===== src/rtl/fetch_queue_stage.sv =====
// Instruction fetch stage: issues in-order memory requests, buffers returned words in a
// small queue and flushes on redirects. Define FETCH_BYPASS_EN to present a response
// combinationally when the queue is empty.
module fetch_queue_stage #(
  parameter int          QUEUE_DEPTH     = 4,
  parameter int          MAX_OUTSTANDING = 2,
  parameter logic [31:0] RESET_VECTOR    = 32'h0
) (
  input  logic        clk,
  input  logic        rst_n,
  output logic        mem_start,
  input  logic        mem_ready,
  output logic [31:0] mem_addr,
  input  logic [31:0] mem_data,
  input  logic        mem_data_valid,
  output logic        if_valid,
  output logic [31:0] if_reg_pc,
  output logic [31:0] if_inst,
  output logic [63:0] if_inst_id,
  input  logic        if_stall_flg,
  input  logic        branch_hazard,
  input  logic [31:0] branch_target
);

  localparam int QW = $clog2(QUEUE_DEPTH);
  localparam int CW = QW + 1;
  localparam int OW = $clog2(MAX_OUTSTANDING + 1);
  localparam int PW = (MAX_OUTSTANDING > 1) ? $clog2(MAX_OUTSTANDING) : 1;
  localparam int SW = CW + OW;

  logic [31:0] q_pc   [QUEUE_DEPTH];
  logic [31:0] q_inst [QUEUE_DEPTH];
  logic [63:0] q_id   [QUEUE_DEPTH];
  logic [QW-1:0] q_head;
  logic [QW-1:0] q_tail;
  logic [CW-1:0] q_count;

  logic [31:0] pf_pc [MAX_OUTSTANDING];
  logic [PW-1:0] pf_rd;
  logic [PW-1:0] pf_wr;

  logic [OW-1:0] outstanding;
  logic [OW-1:0] discard;
  logic [31:0]   fetch_pc;
  logic [63:0]   id_ctr;

  logic          q_empty;
  logic          resp_accept;
  logic          resp_keep;
  logic [31:0]   resp_pc;
  logic          bypass_hit;
  logic          out_lt_max;
  logic [SW-1:0] used_slots;
  logic          room_ok;
  logic          issue;
  logic          enq;
  logic          deq_q;

  function automatic logic [PW-1:0] pf_next(input logic [PW-1:0] p);
    return (p == PW'(MAX_OUTSTANDING - 1)) ? '0 : p + PW'(1);
  endfunction

  assign q_empty     = (q_count == '0);
  assign resp_accept = mem_data_valid && (outstanding != '0);
  assign resp_keep   = resp_accept && (discard == '0) && !branch_hazard;
  assign resp_pc     = pf_pc[pf_rd];

`ifdef FETCH_BYPASS_EN
  assign bypass_hit = resp_keep && q_empty;
`else
  assign bypass_hit = 1'b0;
`endif

  // Outstanding requests reserve queue slots so a returning word always has room.
  assign out_lt_max = (outstanding < OW'(MAX_OUTSTANDING));
  assign used_slots = SW'(q_count) + SW'(outstanding);
  assign room_ok    = (used_slots < SW'(QUEUE_DEPTH));

  assign mem_start = rst_n && out_lt_max && (branch_hazard || room_ok);
  assign mem_addr  = (rst_n && branch_hazard) ? branch_target : fetch_pc;
  assign issue     = mem_start && mem_ready;

  assign if_valid = rst_n && !branch_hazard && (!q_empty || bypass_hit);
  assign enq      = resp_keep && !(bypass_hit && !if_stall_flg);
  assign deq_q    = if_valid && !if_stall_flg && !q_empty;

  always_comb begin
    if_reg_pc  = '0;
    if_inst    = '0;
    if_inst_id = '0;
    if (if_valid) begin
      if (q_empty) begin
        if_reg_pc  = resp_pc;
        if_inst    = mem_data;
        if_inst_id = id_ctr;
      end else begin
        if_reg_pc  = q_pc[q_head];
        if_inst    = q_inst[q_head];
        if_inst_id = q_id[q_head];
      end
    end
  end

  always_ff @(posedge clk) begin
    if (enq) begin
      q_pc[q_tail]   <= resp_pc;
      q_inst[q_tail] <= mem_data;
      q_id[q_tail]   <= id_ctr;
    end
    if (issue) begin
      pf_pc[pf_wr] <= mem_addr;
    end
  end

  // A redirect drops the queue contents; responses still owed to memory are counted
  // into discard so they are thrown away when they arrive.
  always_ff @(posedge clk or negedge rst_n) begin
    if (!rst_n) begin
      q_head      <= '0;
      q_tail      <= '0;
      q_count     <= '0;
      pf_rd       <= '0;
      pf_wr       <= '0;
      outstanding <= '0;
      discard     <= '0;
      fetch_pc    <= RESET_VECTOR;
      id_ctr      <= '0;
    end else begin
      if (branch_hazard) begin
        q_head  <= '0;
        q_tail  <= '0;
        q_count <= '0;
      end else begin
        if (enq) begin
          q_tail <= q_tail + QW'(1);
        end
        if (deq_q) begin
          q_head <= q_head + QW'(1);
        end
        case ({enq, deq_q})
          2'b10:   q_count <= q_count + CW'(1);
          2'b01:   q_count <= q_count - CW'(1);
          default: q_count <= q_count;
        endcase
      end

      case ({issue, resp_accept})
        2'b10:   outstanding <= outstanding + OW'(1);
        2'b01:   outstanding <= outstanding - OW'(1);
        default: outstanding <= outstanding;
      endcase

      if (branch_hazard) begin
        discard <= resp_accept ? outstanding - OW'(1) : outstanding;
      end else if (resp_accept && (discard != '0)) begin
        discard <= discard - OW'(1);
      end

      if (issue) begin
        fetch_pc <= mem_addr + 32'd4;
        pf_wr    <= pf_next(pf_wr);
      end else if (branch_hazard) begin
        fetch_pc <= branch_target;
      end

      if (resp_accept) begin
        pf_rd <= pf_next(pf_rd);
      end

      if (branch_hazard || resp_keep) begin
        id_ctr <= id_ctr + 64'd1;
      end
    end
  end

endmodule

===== config.mk =====
export PLATFORM = sky130hd
export DESIGN_NAME = fetch_queue_stage
export DESIGN_NICKNAME = d
export VERILOG_FILES = /design/src/rtl/fetch_queue_stage.sv
export SDC_FILE = /design/constraint.sdc
export NUM_CORES = 1
export LEC_CHECK = 0
export CAP_MARGIN = 20
export CORE_MARGIN = 2
export CORE_UTILIZATION = 30
export DETAILED_ROUTE_END_ITERATION = 16
export MAX_ROUTING_LAYER = met4
export PLACE_DENSITY = 0.49
export SETUP_SLACK_MARGIN = 0.5
export SLEW_MARGIN = 20
export SYNTH_ARGS = -nofsm -noshare
export SYNTH_HDL_FRONTEND = slang
export SYNTH_SLANG_ARGS = --single-unit

===== constraint.sdc =====
create_clock -name clk -period 5.8 [get_ports clk]
set_clock_uncertainty 0.1 [all_clocks]
set_input_delay 0.87 -clock clk [delete_from_list [all_inputs] [get_ports clk]]
set_output_delay 0.87 -clock clk [all_outputs]
set_load 0.005 [all_outputs]

==> run metrics, run 1 <==
GR Util All Layers 0.142; Crit. End Element primary output; # IOs around 230; Worst-Margin Slew approximately 0.96 ns; num rows approximately 110; status finished, final reports clean; Placed Cells approximately 3000; Synth Flop Type edfxtp_1; first-pass GRT wire length 97800 um; Gate Count Post-Synth 1602; fmax 240 MHz; Max VDD drop a little under 0.0002 V; main area contributors after synthesis edfxtp_1 (62%), mux4_2 (10%), dfrtp_1 (9.8%), nor2b_1 (2.9%), xnor2_1 (2.1%); Period minus WS final around 4.2 ns; Routed WL between 60000 and 70000 um; Sink Count between 600 and 700; cts hold-fix bufs 0; Power per Cell Area roughly 350 nW/um2; H-tree Lvls 3; top cells by count, synth edfxtp_1 (576), nand2_1 (148), nor2b_1 (131); Detail Placement HPWL 39900 um; Synth cell types between 50 and 60; Fin. Hold Viols 0; vias approximately 15000; clk root buf clkbuf_16; P_leak about 11 nW; final setup fails 0; gr ovfl total 0; Die Width 308 um; Post-synth EDFFs 576; CTS tree built; Syn Area/Cell approximately 17 um2; Worst-path clk slew 0.06 ns; layout cells sized above 1 0.170; Hold Path Class primary input to asynchronous set/reset pin; die area between 90000 and 100000 um2; DRC viols 0; ys async rst share 0.159; final worst hold slack around 0.092 ns; crit-path max cell delay 0.51 ns; Routed Antenna Nets 0; post-route insts no fill 3177; Buffers on Ports 231; cts bufs inserted 76; first drt pass iteration count 5; post-CTS sizing 0; CP cell instances buf_2, buf_4, inv_1, o311ai_2, buf_12, nor2b_1, clkdlybuf4s50_1; largest net degree at the start of global routing between 100 and 150; syn nets about 1700; Worst Path Arrival 3.21 ns; RePlAce Congestion between 0.7 and 0.8; antenna violations before repair 3; fillers 8551; Final period util 0.720; most instantiated library cell after synthesis edfxtp_1; RSZ-0062 raised after global routing no; Setup Buffers After CTS 0; Clk Latency, worst-skew pair approximately 0.63 ns; Final #Nets roughly 2000; worst setup path class primary input to primary output; Vias/cell roughly 4.6; Worst Path Required ~4.8 ns; Netlist Area Pre-Place approximately 28000 um2; crit path launch branch_hazard; Yosys reg bits 685; setup_tns 0 ns; reg-to-reg startpoint outstanding[1]$_DFFE_PN0P_; Max-cap violations 0; Max stage delay cell, worst path buf_12; core area roughly 90000 um2; initial drt markers roughly 850; CP Launch Type primary input; vias in the first global route 15545; Avg WL per Cell 20.5 um; Synth Warn # 0; Final Max Tran Viols 0; Longest Clk Path Bufs 3; Slew Limit Headroom 0.362; Synth top area share 0.622; initial core utilization 0.303; sequential fraction of the synthesis area 0.720; Die Ht roughly 310 um; area added between synthesis and finish 23.4%; CP Max Fanout around 130; area leader, netlist edfxtp_1
worst max-delay path: cells and delay by family:
| family | cells | cell delay [ns] |
|---|---|---|
| buffers and inverters | 5 | 1.82 |
| and+or+nand+nor | 1 | 0.17 |
| AOI/OAI and AO/OA | 1 | 0.21 |
sequential cells by signal (all words and copies together) (netlist names), 3 cells and up:
register and cells:
q_id 256, q_inst 128, q_pc 128, id_ctr 64, pf_pc 64, fetch_pc 32, q_count 3
final timing paths:
kind                                              end  slack [ns]  cells after the start
setup / recovery                        if_reg_pc[11]        1.62                      7
hold / removal                fetch_pc[1]$_DFFE_PN0P_        0.09                      1
setup reg to reg               id_ctr[47]$_DFFE_PN0P_        2.64                      9
hold reg to reg            outstanding[0]$_DFFE_PN0P_        0.42                      1
max in group asynchronous      id_ctr[44]$_DFFE_PN0P_        3.90                      3
min in group clk           outstanding[0]$_DFFE_PN0P_        0.42                      1
cell families after synthesis:
kind of cell             after synthesis  synth area share
multiplexers                         200             0.132
buffers and inverters                 85            0.0126
XOR/XNOR                              96            0.0302
AND/OR/NAND/NOR                      457            0.0862
flip-flops                           685             0.720
AO/OA/AOI/OAI                         68            0.0142
adder cells (fa/ha/maj)               11           0.00522
power breakdown:
group / total (mW) / switching (mW) / internal, mW
Combinational: 1.42 / 0.774 / 0.645
Sequential: 5.87 / 0.169 / 5.70
Clock: 4.84 / 1.98 / 2.85
Total: 12.1 / 2.93 / 9.20
layout by cell type (no fill, tap or decap), drive strengths merged, types with 41 or more instances in the layout:
cell type	netlist	layout
edfxtp	576	576
nor2	44	44
nor2b	131	131
clkdlybuf4s50	0	229
dfrtp	109	109
mux4	128	128
nand2	148	148
mux2	43	43
xnor2	68	68
nand4	41	41
clkbuf	53	109
final cells by class:
class	instances	area (um2)	area share
diodes	3	7.51	0.000219
multi-input cells	832	7470	0.218
inverters	12	45.0	0.00131
well taps	1243	1560	0.0453
clock buffers	109	2090	0.0608
clock inverters	32	452	0.0132
flip-flops and latches	685	20000	0.584
repair buffers	261	2650	0.0774
layer usage:
layer  global-route usage  vias up  share of wire
li1                     -     6684              -
met1                0.186     7590           0.45
met2                0.229      287           0.49
met3               0.0195       99          0.038
met4               0.0448        0          0.021
met5                    -        -              0
through the flow:
step	util	instance area, um2	power [mW]	worst slack [ns]
6_report	0.374	34300	12.1	1.62
5_1_grt	0.374	34300	12.6	1.41
4_1_cts	0.374	34300	12.3	1.54
3_5_place_dp	0.346	31800	7.43	1.57
3_3_place_gp	0.346	31700	7.39	1.59
2_1_floorplan	-	27800	6.78	0.768
Power figures use the tool's default switching activity.
==> inputs of run 2 (changes only) <==
--- a/config.mk
+++ b/config.mk
@@ -10,7 +10,7 @@
 export CORE_UTILIZATION = 30
 export DETAILED_ROUTE_END_ITERATION = 16
 export MAX_ROUTING_LAYER = met4
-export PLACE_DENSITY = 0.49
+export PLACE_DENSITY = 0.5
 export SETUP_SLACK_MARGIN = 0.5
 export SLEW_MARGIN = 20
 export SYNTH_ARGS = -nofsm -noshare
==> constraint.sdc (replaced) <==
create_clock -name clk -period 3.4 [get_ports clk]
set_clock_uncertainty 0.1 [all_clocks]
set_input_delay 0.51 -clock clk [delete_from_list [all_inputs] [get_ports clk]]
set_output_delay 0.51 -clock clk [all_outputs]
set_load 0.005 [all_outputs]
==> run 2 against run 1 <==
  * Critical endpoint is now if_inst_id[20]
  * Cell count up 4.3%
  * Sequential power grew 70%
  * Combinational power up 130%
  * Sequential share of layout area decreased by 3.8 points
  * First-iteration DRC count rose by 6.7%
  * Sequential cell count unchanged
  * Critical path depth unchanged
  * Total power increased by 76%
  * Wire length is 12% higher
  * Utilization up 2.6 points
  * Critical path type is now register to primary output
==> run metrics, run 2 (synthesis results as in run 1) <==
status finished, final reports clean (unchanged); Worst Path Arrival 2.44 ns (was 3.21 ns); cts bufs inserted 77 (was 76); Biggest register q_id (unchanged); Power per Cell Area 583 nW/um2 (was 353 nW/um2); routed wl met2 35500 um (was 31700 um); most frequent cells in the layout edfxtp_1 (576), nand2_1 (147), mux4_2 (128) (was edfxtp_1 (576), clkdlybuf4s50_1 (229), nand2_1 (148)); Sink Count 685 (unchanged); CP Launch Type register (was primary input); Met1 Routed Length 32400 um (was 29600 um); GR Util All Layers 0.160 (was 0.142); Vias/cell 4.70 (was 4.61); Final #Nets 2087 (was 1949); pre-CTS setup slack 0.257 ns (was 1.57 ns); # IOs 232 (unchanged); RSZ-0062 raised after global routing yes (was no); Routed Antenna Nets 0 (unchanged); Fin. Hold Viols 0 (unchanged); CP cell instances buf_12, buf_12, buf_12, buf_16, mux4_2, nor2b_4, buf_2 (was buf_2, buf_4, inv_1, o311ai_2, buf_12, nor2b_1, clkdlybuf4s50_1); setup_tns 0 ns (unchanged); area added between synthesis and finish 31.9% (was 23.4%); DRC viols 0 (unchanged); Setup WS post-layout 0.346 ns (was 1.62 ns); first drt pass iteration count 5 (unchanged); worst setup path class register to primary output (was primary input to primary output); Longest Clk Path Bufs 3 (unchanged); final worst hold slack 0.121 ns (was 0.0915 ns); met3 wire len 3250 um (was 2440 um); critical path's most frequent cell buf_12; vias in the first global route 16447 (was 15545); uppermost layer routed met4 (unchanged); Slew Limit Headroom 0.406 (was 0.362); CP Max Fanout 6 (was 131); Avg WL per Cell 22.0 um (was 20.5 um); CTS tree built (unchanged); Buffers on Ports 231 (unchanged); Routed WL 72800 um (was 65100 um); final setup fails 0 (unchanged); crit-path max cell delay 0.53 ns (was 0.51 ns); fmax 327 MHz; fillers 8326 (was 8551); gr ovfl total 0 (unchanged); RePlAce Congestion 0.830 (was 0.793); Detail Placement HPWL 41500 um (was 39900 um); layout cells sized above 1 0.330 (was 0.170); Final period util 0.898; Largest register FFs 256 (unchanged); Max VDD drop 0.000307 V (was 0.000194 V); most common cell after layout, fill and taps aside edfxtp_1 (unchanged); post-route insts no fill 3313 (was 3177); Worst Path Required 2.79 ns (was 4.83 ns); Crit. End Element primary output (unchanged); num rows 111 (unchanged); core area 91800 um2 (unchanged); Clk Latency, worst-skew pair 0.61 ns (was 0.63 ns); initial drt markers 906 (was 849); die area 95200 um2 (unchanged); Largest regs q_id x256, q_inst x128, q_pc x128 (unchanged); Placed Cells 3048 (was 3033); Max-cap violations 0 (unchanged); initial core utilization 0.303 (unchanged); Max stage delay cell, worst path dfrtp_4 (was buf_12); largest net degree at the start of global routing 74 (was 132); clk root buf clkbuf_16 (unchanged); Register Area 20000 um2 (about the same); H-tree Lvls 3 (unchanged); vias 15559 (was 14660); antenna violations before repair 3 (unchanged); Worst-Margin Slew 0.891 ns (was 0.957 ns); Die Ht 308 um (unchanged); Die Width 308 um (unchanged); Final Max Tran Viols 0 (unchanged); Multi-input gate area 8160 um2 (was 7470 um2); Final Core Density 0.400 (was 0.374); P_leak 13.1 nW (was 11.5 nW); first-pass GRT wire length 109000 um (was 97800 um); worst reg-to-reg setup slack 0.65 ns (was 2.64 ns); Period minus WS final around 3 ns; Hold Path Class primary input to asynchronous set/reset pin (unchanged); Worst-path clk slew 0.06 ns (about the same)
-- run 2: cell types whose count changed in the layout (fill, tap and decap cells not counted), sizes merged, moves of 2 or more --
| cell | before | now |
|---|---|---|
| dlymetal6s2s | 0 | 3 |
| clkbuf | 109 | 130 |
| buf | 32 | 262 |
| clkinvlp | 1 | 3 |
| clkdlybuf4s50 | 229 | 99 |
| dlygate4sd3 | 0 | 2 |
| clkinv | 21 | 25 |
| bufbuf | 0 | 2 |
-- run 2: report_power, final --
part           internal [mW]  leakage, nW  switching, mW  total [mW]
clock network           4.78         1.20           3.35        8.13
registers               9.72         6.90          0.269        9.99
logic                   1.62         5.05           1.63        3.25
-- run 2: routing by layer --
layer,up-vias,global-route usage
met5,-,-
met4,0,0.0488
met3,101,0.0289
met2,368,0.253
met1,8119,0.210
li1,6971,-
-- run 2: worst max-delay path, delay by kind of cell (launching register included) --
family                 cells  cell delay (ns)
buffers and inverters      5             0.68
flip-flops                 1             0.53
multiplexers               1             0.46
AND/OR/NAND/NOR            1             0.15
-- run 2: worst paths after layout --
kind,endpoint,from,cells after the start
worst min-delay path,id_ctr[63]$_DFFE_PN0P_,rst_n,2
worst max-delay path,if_inst_id[20],q_head[0]$_DFFE_PN0P_,7
worst min register to register,fetch_pc[0]$_DFFE_PN0P_,fetch_pc[0]$_DFFE_PN0P_,1
min in group clk,fetch_pc[2]$_DFFE_PN0P_,branch_hazard,3
worst max register to register,q_count[2]$_DFFE_PN0P_,q_count[0]$_DFFE_PN0P_,10
max in group asynchronous,q_head[1]$_DFFE_PN0P_,rst_n,3
-- run 2: metrics by stage --
step / total power [mW] / instance area [um2]
2_1_floorplan: 11.6 / 27800
3_3_place_gp: 12.6 / 32000
3_5_place_dp: 12.7 / 32000
4_1_cts: 21.5 / 35900
5_1_grt: 22.3 / 36700
6_report: 21.4 / 36700
-- run 2: repair_timing --
item,CTS,global route
pin swaps,4,6
setup endpoints to repair,141,156
cloned,23,1
setup buffers,69,26
endpoints found under the hold margin,21,0
resized for setup,568,190
hold buffers,3,0
-- run 2: layout make-up --
cell class,instances,area share
multi-input cells,833,0.223
clock buffers,103,0.0566
inverters,12,0.00123
flip-flops and latches,685,0.546
clock inverters,38,0.0110
repair buffers,397,0.120
well taps,1243,0.0424
diodes,2,0.000136
